--- config.mk ---
export PLATFORM = sky130hd
export DESIGN_NAME = reg_file_mp
export DESIGN_NICKNAME = d
export VERILOG_FILES = /design/src/rtl/reg_file_mp.sv
export SDC_FILE = /design/constraint.sdc
export NUM_CORES = 1
export LEC_CHECK = 0
export CORE_MARGIN = 1
export CORE_UTILIZATION = 40
export CTS_BUF_LIST = sky130_fd_sc_hd__clkbuf_16
export DETAILED_ROUTE_END_ITERATION = 10
export GPL_ROUTABILITY_DRIVEN = 0
export PLACE_DENSITY = 0.64
export RECOVER_POWER = 25
export SLEW_MARGIN = 5
export SYNTH_ARGS = -nofsm -noshare
export SYNTH_HDL_FRONTEND = slang
export SYNTH_SLANG_ARGS = --single-unit
--- constraint.sdc ---
create_clock -name CLK -period 2.5 [get_ports CLK]
set_clock_uncertainty 0.1 [all_clocks]
set_input_delay 0.5 -clock CLK [delete_from_list [all_inputs] [get_ports CLK]]
set_output_delay 0.5 -clock CLK [all_outputs]
set_load 0.05 [all_outputs]
--- src/rtl/reg_file_mp.sv ---
// Parametrised multi-port register file: 2 combinational read ports, 2 prioritised
// write ports, same-cycle write-to-read bypass and a per-register pending scoreboard.
module reg_file_mp #(
    parameter int DATA_W   = 8,
    parameter int ADDR_W   = 2,
    parameter int ZERO_REG = 0,
    parameter int BYPASS   = 1
) (
    input  logic              CLK,
    input  logic              RST,
    input  logic [ADDR_W-1:0] rIdx1,
    input  logic [ADDR_W-1:0] rIdx2,
    output logic [DATA_W-1:0] read1,
    output logic [DATA_W-1:0] read2,
    output logic              busy1,
    output logic              busy2,
    input  logic              wEn0,
    input  logic [ADDR_W-1:0] wIdx0,
    input  logic [DATA_W-1:0] wData0,
    input  logic              wEn1,
    input  logic [ADDR_W-1:0] wIdx1,
    input  logic [DATA_W-1:0] wData1,
    input  logic              rsvEn,
    input  logic [ADDR_W-1:0] rsvIdx,
    output logic              wConf
);
    localparam int DEPTH = 1 << ADDR_W;

    logic [DATA_W-1:0] regs [DEPTH];
    logic [DEPTH-1:0]  pending;
    logic [DEPTH-1:0]  pend_nxt;
    logic              collide;
    logic              hit1_0, hit1_1, hit2_0, hit2_1;

    assign collide = wEn0 && wEn1 && (wIdx0 == wIdx1) &&
                     !((ZERO_REG != 0) && (wIdx0 == '0));

    // Reserve is applied after the write clears so set wins on the same index.
    always_comb begin
        pend_nxt = pending;
        if (wEn0) pend_nxt[wIdx0] = 1'b0;
        if (wEn1) pend_nxt[wIdx1] = 1'b0;
        if (rsvEn) pend_nxt[rsvIdx] = 1'b1;
        if (ZERO_REG != 0) pend_nxt[0] = 1'b0;
    end

    always_ff @(posedge CLK or negedge RST) begin
        if (!RST) begin
            for (int unsigned i = 0; i < DEPTH; i++) regs[i] <= '0;
            pending <= '0;
            wConf   <= 1'b0;
        end else begin
            if (wEn0) regs[wIdx0] <= wData0;
            if (wEn1) regs[wIdx1] <= wData1;
            if (ZERO_REG != 0) regs[0] <= '0;
            pending <= pend_nxt;
            if (collide) wConf <= 1'b1;
        end
    end

    always_comb begin
        hit1_0 = (BYPASS != 0) && wEn0 && (wIdx0 == rIdx1);
        hit1_1 = (BYPASS != 0) && wEn1 && (wIdx1 == rIdx1);
        read1  = regs[rIdx1];
        if (hit1_1)      read1 = wData1;
        else if (hit1_0) read1 = wData0;
        busy1 = pending[rIdx1] && !(hit1_0 || hit1_1);
        if (((ZERO_REG != 0) && (rIdx1 == '0)) || !RST) begin
            read1 = '0;
            busy1 = 1'b0;
        end
    end

    always_comb begin
        hit2_0 = (BYPASS != 0) && wEn0 && (wIdx0 == rIdx2);
        hit2_1 = (BYPASS != 0) && wEn1 && (wIdx1 == rIdx2);
        read2  = regs[rIdx2];
        if (hit2_1)      read2 = wData1;
        else if (hit2_0) read2 = wData0;
        busy2 = pending[rIdx2] && !(hit2_0 || hit2_1);
        if (((ZERO_REG != 0) && (rIdx2 == '0)) || !RST) begin
            read2 = '0;
            busy2 = 1'b0;
        end
    end
endmodule

==> results of run 1 <==
## power breakdown
| group | switching, mW | internal [mW] | total, mW |
|---|---|---|---|
| Sequential | 0.0879 | 0.705 | 0.793 |
| Clock | 0.256 | 0.366 | 0.621 |
| Combinational | 0.674 | 0.657 | 1.33 |
| Total | 1.02 | 1.73 | 2.74 |
## cells in the final DEF (no fill, tap or decap), drive strengths merged
master | Yosys | final
clkbuf | 7 | 9
or3 | 2 | 2
nand3b | 5 | 5
nand3 | 4 | 4
xnor2 | 6 | 7
a41o | 1 | 1
dfrtp | 37 | 37
a31oi | 16 | 16
nand2 | 10 | 10
clkdlybuf4s50 | 0 | 19
dlymetal6s2s | 0 | 1
a32o | 1 | 1
o31ai | 16 | 16
nor2 | 24 | 24
o2bb2ai | 1 | 1
nor2b | 1 | 1
and3 | 1 | 1
inv | 3 | 3
mux4 | 18 | 18
a21oi | 24 | 24
or3b | 1 | 1
clkdlybuf4s15 | 0 | 1
clkinv | 0 | 3
o41ai | 16 | 16
o21ai | 10 | 10
mux2i | 32 | 32
xor2 | 8 | 8
dlygate4sd2 | 0 | 2
nor3b | 1 | 1
and4 | 2 | 2
nand4 | 16 | 16
buf | 19 | 98
## worst max-delay path, stage by stage
cell,delay (ps)
sky130_fd_sc_hd__clkdlybuf4s50_1,550
sky130_fd_sc_hd__o41ai_1,480
sky130_fd_sc_hd__a31oi_1,80
sky130_fd_sc_hd__buf_4,160
sky130_fd_sc_hd__buf_12,140
## final cells by class
cell class	instances	area, sq um
Multi-Input combinational cell	217	2300
Timing Repair Buffer	125	1290
Fill cell	484	2150
Sequential cell	37	926
Clock buffer	5	125
Tap cell	96	120
Clock inverter	3	17.5
Inverter	3	13.8
## metal layers
metal / track usage / wire, microns / up-vias
met4: 0.177 / 551 / 0
met5: 0 / 0 / -
met2: 0.500 / 5590 / 188
met3: 0.0415 / 811 / 52
li1: - / - / 1331
met1: 0.356 / 4350 / 1537
## flip-flops by register name, summed over array words and instances, names as in the netlist
| name | cells |
|---|---|
| pending | 4 |
| regs | 32 |
| wConf | 1 |
## logic make-up after synthesis
family,synth area share
compound gates,0.190
simple gates,0.119
mux,0.247
flops,0.315
buf+inv,0.0578
xor+xnor,0.0723
## metrics by stage
stage	cells	power (mW)	area, sq um
after floorplan	282	1.38	2960
after global placement	469	1.88	4140
after detailed placement	469	1.90	4140
after CTS	484	2.66	4650
after global routing	486	2.84	4790
final	486	2.74	4790
## worst min-delay path by stage
stage | slack, ps | cells after the start | endpoint
after floorplan | 100 | 0 | pending[0]
final | 100 | 1 | regs[13]
after detailed placement | 340 | 1 | regs[13]
after CTS | 90 | 1 | regs[13]
after global routing | 90 | 1 | regs[13]
after global placement | 340 | 1 | regs[13]
## cells in the mapped netlist (2+ instances only)
cell,number
sky130_fd_sc_hd__a21oi_1,24
sky130_fd_sc_hd__a31oi_1,16
sky130_fd_sc_hd__and4_4,2
sky130_fd_sc_hd__buf_2,10
sky130_fd_sc_hd__buf_4,3
sky130_fd_sc_hd__buf_6,5
sky130_fd_sc_hd__clkbuf_1,7
sky130_fd_sc_hd__dfrtp_1,37
sky130_fd_sc_hd__inv_1,2
sky130_fd_sc_hd__mux2i_1,32
sky130_fd_sc_hd__mux4_2,18
sky130_fd_sc_hd__nand2_1,10
sky130_fd_sc_hd__nand3_1,4
sky130_fd_sc_hd__nand3b_1,5
sky130_fd_sc_hd__nand4_1,16
sky130_fd_sc_hd__nor2_1,24
sky130_fd_sc_hd__o21ai_1,9
sky130_fd_sc_hd__o31ai_1,16
sky130_fd_sc_hd__o41ai_1,16
sky130_fd_sc_hd__or3_1,2
sky130_fd_sc_hd__xnor2_1,2
sky130_fd_sc_hd__xnor2_2,4
sky130_fd_sc_hd__xor2_2,8
## what timing repair did
action	in CTS	in global routing
pin swaps	11	17
endpoints found under the setup margin	18	15
cloned	0	1
gates resized for setup	80	29
setup buffers	7	2
==> impl_summary.md, run 1 <==
Floorplan
From left edge to right edge, the die measures 87.8 microns. The region available for standard cell placement spans 6940 sq um. 50 I/O pins were placed. The die covers 7700 sq um.

The initial utilization of the core area, before any placement, comes to 0.424. The height of the die is 87.8 microns. The placement row count is 30.

Critical path
In this run the critical register-to-register path is captured at regs[18]. Following the worst setup path forward leads to its endpoint at read2[0]. The logic depth of the worst register-to-register path is 2. STA classifies the critical path endpoint as an output port.

The worst setup path is of the primary input to output port kind. For the worst setup path, the data required time is 1900 ps. The reg2reg setup slack is 1610 ps. Tracing the worst setup path back leads to its startpoint at wData1[0]. Along the worst path, the maximum fanout reaches 3.

The origin of the critical flop-to-flop path is regs[18]. The sort of element at the start of the critical path is a primary input. The critical path arrival is 1910 ps.

Power and ir drop
The areal power density over the cells is 573 nW/um^2. The worst-case IR drop observed on VDD is 396 uV. The cell leakage power is 1.96 nW.

Timing
The final hold violation count is 0. Setup violations remaining at the end of the flow were counted as 1. For this run, the top clock speed supported by timing is 0.398 GHz.

In the final timing run, aggregate negative setup slack is -14.1 ps. In the post-route analysis, the smallest setup slack over all paths is -14.1 ps. The final worst-path cycle share is 1.01. The max-slew violation count is 0.

The tightest hold margin is 98.1 ps. The smallest clock period supported by the final layout is computed as 2510 ps. For the pin with the worst max-slew slack, the measured transition is 659 ps.

Measured against its own limit, the worst slew margin works out to 0.561.

Clocking
The TritonCTS clock tree is built. The clock latency reported for the late side of the worst-skew pair is 280 ps. The cell at the root of the clock tree is sky130_fd_sc_hd__clkbuf_16. In this run the deepest clock path goes through 2 buffers.

The H-tree depth reported by CTS is 2. The number of hold buffers added after CTS was 0. The clock slew at the register clock pins of the worst setup and hold paths is 60 ps.

The tree built by TritonCTS fans out to 37 sinks. The number of CTS-inserted buffers is 5.

Synth
The cell type contributing the most total cell area after synthesis is sky130_fd_sc_hd__dfrtp_1. For this run, the register share of the synthesized area comes to 0.315. In the synthesized netlist the dominant register cell turns out to be sky130_fd_sc_hd__dfrtp_1.

Yosys attributes the largest share of cell area to sky130_fd_sc_hd__dfrtp_1 31%, sky130_fd_sc_hd__mux4_2 14%, sky130_fd_sc_hd__mux2i_1 11%. Summing every instance area after synthesis gives 2940 sq um. The per-instance average area after synthesis is 10.4 sq um. The share of synthesized area in the top cell type comes to 0.315. The number of enable flip-flop cells after synthesis is 0. The count of mapped cells out of synthesis is 282.

The count of synthesis-stage warnings from yosys is 0. The count of distinct cell types in the synthesized netlist is 33. Counting flops and latches in the post-synthesis netlist gives 37.

The net count after synthesis is 313. After synthesis, the share of flip-flops with an asynchronous set or reset is 1.00.

Cells and area
The core occupancy in the finished layout is 0.690. The number of antenna diodes in the final layout is 0. Of the cells placed in the final design, the portion with a size suffix greater than 1 is 0.454. The layout overhead on the synthesized area is 62.8%.

In the final design database the tool counted 420 nets.

Global routing
The number of global-route vias before repair is 3102. In the global route stage, overall resource usage came out at 0.295. The initial antenna violation count is 0. The first global-routing pass estimated 16.5 mm of wire. Entering global routing, the biggest net connects 23 pins. The total overflow reported by the global router is 0.

Placed design
The count of buffers added on input and output ports is 49. At the placement stage, the worst setup path has a slack of -511 ps. The half-perimeter wire length after placement is 7.04 mm.

Run
Across the run, the number of max-cap violations was 0.

Detailed routing
The remaining antenna violation count is 0. Detailed routing inserted a total of 3108 vias. The number of violations reported at the end of detailed-routing iteration 0 is 323.

For this run, design rule violations remaining after detail routing come to 0. The detail-routed net length per standard cell is 23.2 microns. The first TritonRoute pass finished after 5 iterations. Dividing the detail-routed via count by the number of cells gives 6.40. Wires add up to 11.3 mm.

Status
The flow ran to the end, but the final reports show violations. The final reports fail on setup timing.

Hold path
In this run the worst hold path is classified as primary input to async pin.
Power figures use the tool's default switching activity.
==> run 2, diff against run 1 <==
Settings changed: CTS_CLUSTER_DIAMETER set to 120.
==> results of run 2 <==
Final layout, timing and power as in run 1 (identical DEF).
==> run 3, diff against run 2 <==
Settings changed: PLACE_DENSITY 0.64 to 0.59.
==> run 3 against run 2 <==
  * First-iteration DRC count down 40%
  * Non-clock buffer count is 1 lower
  * Largest cell class unchanged
  * Maximum frequency is 0.38% higher
  * Combinational power about the same
  * The flow still finishes with violations (setup timing)
  * Die area unchanged
  * Final cell count down 0.41%
  * Sequential cell count did not move
  * Via count shrank 1.7%
  * Routed wire length fell by 2.7%
  * Clock power is 19% higher
  * Critical endpoint is now read2[2]
==> impl_summary.md, run 3 (synthesis results as in run 1) <==
Clocking
At the later pin of the worst-skew pair, clock insertion delay measures 280 ps. The clock slew at the register clock pins of the worst setup and hold paths is 60 ps. In this run, CTS created clock tree buffers numbering 5. The number of sinks on the clock net is 37. CTS placed an instance of sky130_fd_sc_hd__clkbuf_16 at the clock tree root. In this run the deepest clock path goes through 2 buffers. TritonCTS built the clock tree. CTS built an H-tree with a depth of 2.

Critical path
The worst setup path category is primary input to output port. The worst flop-to-flop path endpoint is regs[28]. The maximum fanout along the worst path is 8. The critical path arrival is 1900 ps.

Setup slack on the worst reg-to-reg path comes out at 1630 ps. The endpoint class of the critical path is an output port. The worst register-to-register path has a depth of 2.

The sort of element at the start of the critical path is a primary input. Data on the critical path is required at its endpoint by 1900 ps. The origin of the critical flop-to-flop path is regs[28].

Cells and area
For this run, the post-layout net count is 418. In the final layout, the share of cells above drive strength 1 is 0.472. The flip-flop count of the largest register, all copies and words added is 32. Relative to the synthesized area, the layout overhead comes to 66.2%.

At the end of the flow the core is filled with cells to 0.704. In the layout the commonest cells are 56 x sky130_fd_sc_hd__buf_4, 37 x sky130_fd_sc_hd__dfrtp_1, 32 x sky130_fd_sc_hd__mux2i_1. The largest register by flop count is regs. The most common cell after layout, fill and taps aside is sky130_fd_sc_hd__buf_4. The largest registers in the layout are regs (32), pending (4), wConf (1). 0 antenna diodes ended up in the layout.

Timing
The max-slew violation count is 0. In the finished design, the share of the clock period the worst path needs comes to 1.00. The shortest period the worst path allows is 2500 ps. Setup repair after global routing could not meet its margin everywhere. The maximum clock frequency is 0.399 GHz. The worst pin sits at a relative slew slack of 0.592. Setup violations remaining at the end of the flow were counted as 2. The slew at the pin closest to its max-slew limit is 612 ps. The final hold violation count is 0.

Across all setup checks in the final design, the least slack found is -4.42 ps. After routing, the total negative slack on setup checks comes to -8.48 ps.

Global routing
Entering global routing, the biggest net connects 27 pins. The total overflow reported by the global router is 0. The total global-route track usage is 0.306. The initial antenna violation count is 0.

The number of global-route vias before repair is 3127. The first global-routing pass estimated 17.2 mm of wire.

Floorplan
For this configuration, the core starts out at a cell density of 0.424. The total core area is 6940 sq um. The floorplan step defined a die boundary enclosing 7700 sq um.

The height of the die is 87.8 microns. The placement row count is 30. The total I/O pin count is 50. From left edge to right edge, the die measures 87.8 microns.

Placed design
The half-perimeter wire length after placement is 6.98 mm. The count of buffers from port buffering is 49.

Status
The checks that failed: setup timing. The run finished, with violations left.

Hold path
The path class of the tightest hold or removal check is primary input to async pin.

Detailed routing
The total vias in the final route is 3054. The post-detailed-routing wire length is 11.0 mm. The count of nets left with antenna violations once routing finished came out at 0.

The per-cell via count in the routed design is 6.31. The first detailed-routing pass ran for 4 iterations. The number of violations reported at the end of detailed-routing iteration 0 is 194. The detail-routed net length per standard cell is 22.7 microns. In the routed design, unresolved DRC markers number 0.

Run
The max-cap violation count is 0.

Power and ir drop
The areal power density over the cells is 583 nW/um^2. The worst IR drop on VDD is 299 uV. The cell leakage power is 1.99 nW.
## run 3: final cells by class
cell class / instances / area [sq um]
Multi-Input combinational cell: 216 / 2340
Fill cell: 514 / 2050
Timing Repair Buffer: 124 / 1320
Sequential cell: 37 / 926
Clock buffer: 5 / 125
Tap cell: 96 / 120
Clock inverter: 3 / 42.5
Inverter: 3 / 16.3
## run 3: critical path, stage by stage
cell	delay [ps]
sky130_fd_sc_hd__dlygate4sd2_1	260
sky130_fd_sc_hd__buf_12	160
sky130_fd_sc_hd__xor2_4	160
sky130_fd_sc_hd__buf_12	150
sky130_fd_sc_hd__o31ai_2	330
sky130_fd_sc_hd__a31oi_4	160
sky130_fd_sc_hd__buf_12	170
## run 3: report_power, final
part | switching [mW] | total [mW] | internal [mW]
Sequential | 0.0885 | 0.793 | 0.704
Clock | 0.268 | 0.737 | 0.469
Combinational | 0.667 | 1.32 | 0.652
## run 3: how the worst max path moves through the flow
| stage | start | slack, ps | end | cells past startpoint |
|---|---|---|---|---|
| global placement | rIdx1[1] | -510 | read1[3] | 7 |
| global route | wData1[4] | -30 | read1[4] | 5 |
| CTS | rIdx2[0] | 1 | read2[3] | 7 |
| floorplan | wIdx1[0] | -230 | read1[0] | 5 |
| finish | wIdx0[0] | -4 | read2[2] | 7 |
| detailed placement | rIdx1[1] | -510 | read1[3] | 7 |
## run 3: what timing repair did
item | in CTS | in global routing
pin swaps | 10 | 7
gates cloned | 1 | 0
endpoints found under the hold margin | 1 | 0
gates resized for setup | 84 | 29
buffers inserted | 6 | 5
hold buffers | 1 | 0
setup endpoints to repair | 18 | 16
## run 3: routing by layer
metal / share of wire / vias up / GRT usage
li1: - / 1327 / -
met1: 0.39 / 1492 / 0.374
met2: 0.49 / 195 / 0.515
met3: 0.085 / 40 / 0.0669
met4: 0.038 / 0 / 0.142
met5: 0 / - / 0
## run 3: metrics by stage
step / area (sq um) / total power, mW / cells / setup slack, ps / hold slack [ps]
2_1_floorplan: 2960 / 1.38 / 282 / -225 / 104
3_3_place_gp: 4150 / 1.87 / 467 / -506 / 220
3_5_place_dp: 4150 / 1.89 / 467 / -510 / 221
4_1_cts: 4750 / 2.76 / 479 / 1.42 / 117
5_1_grt: 4890 / 2.95 / 484 / -28.7 / 128
6_report: 4890 / 2.85 / 484 / -4.42 / 107
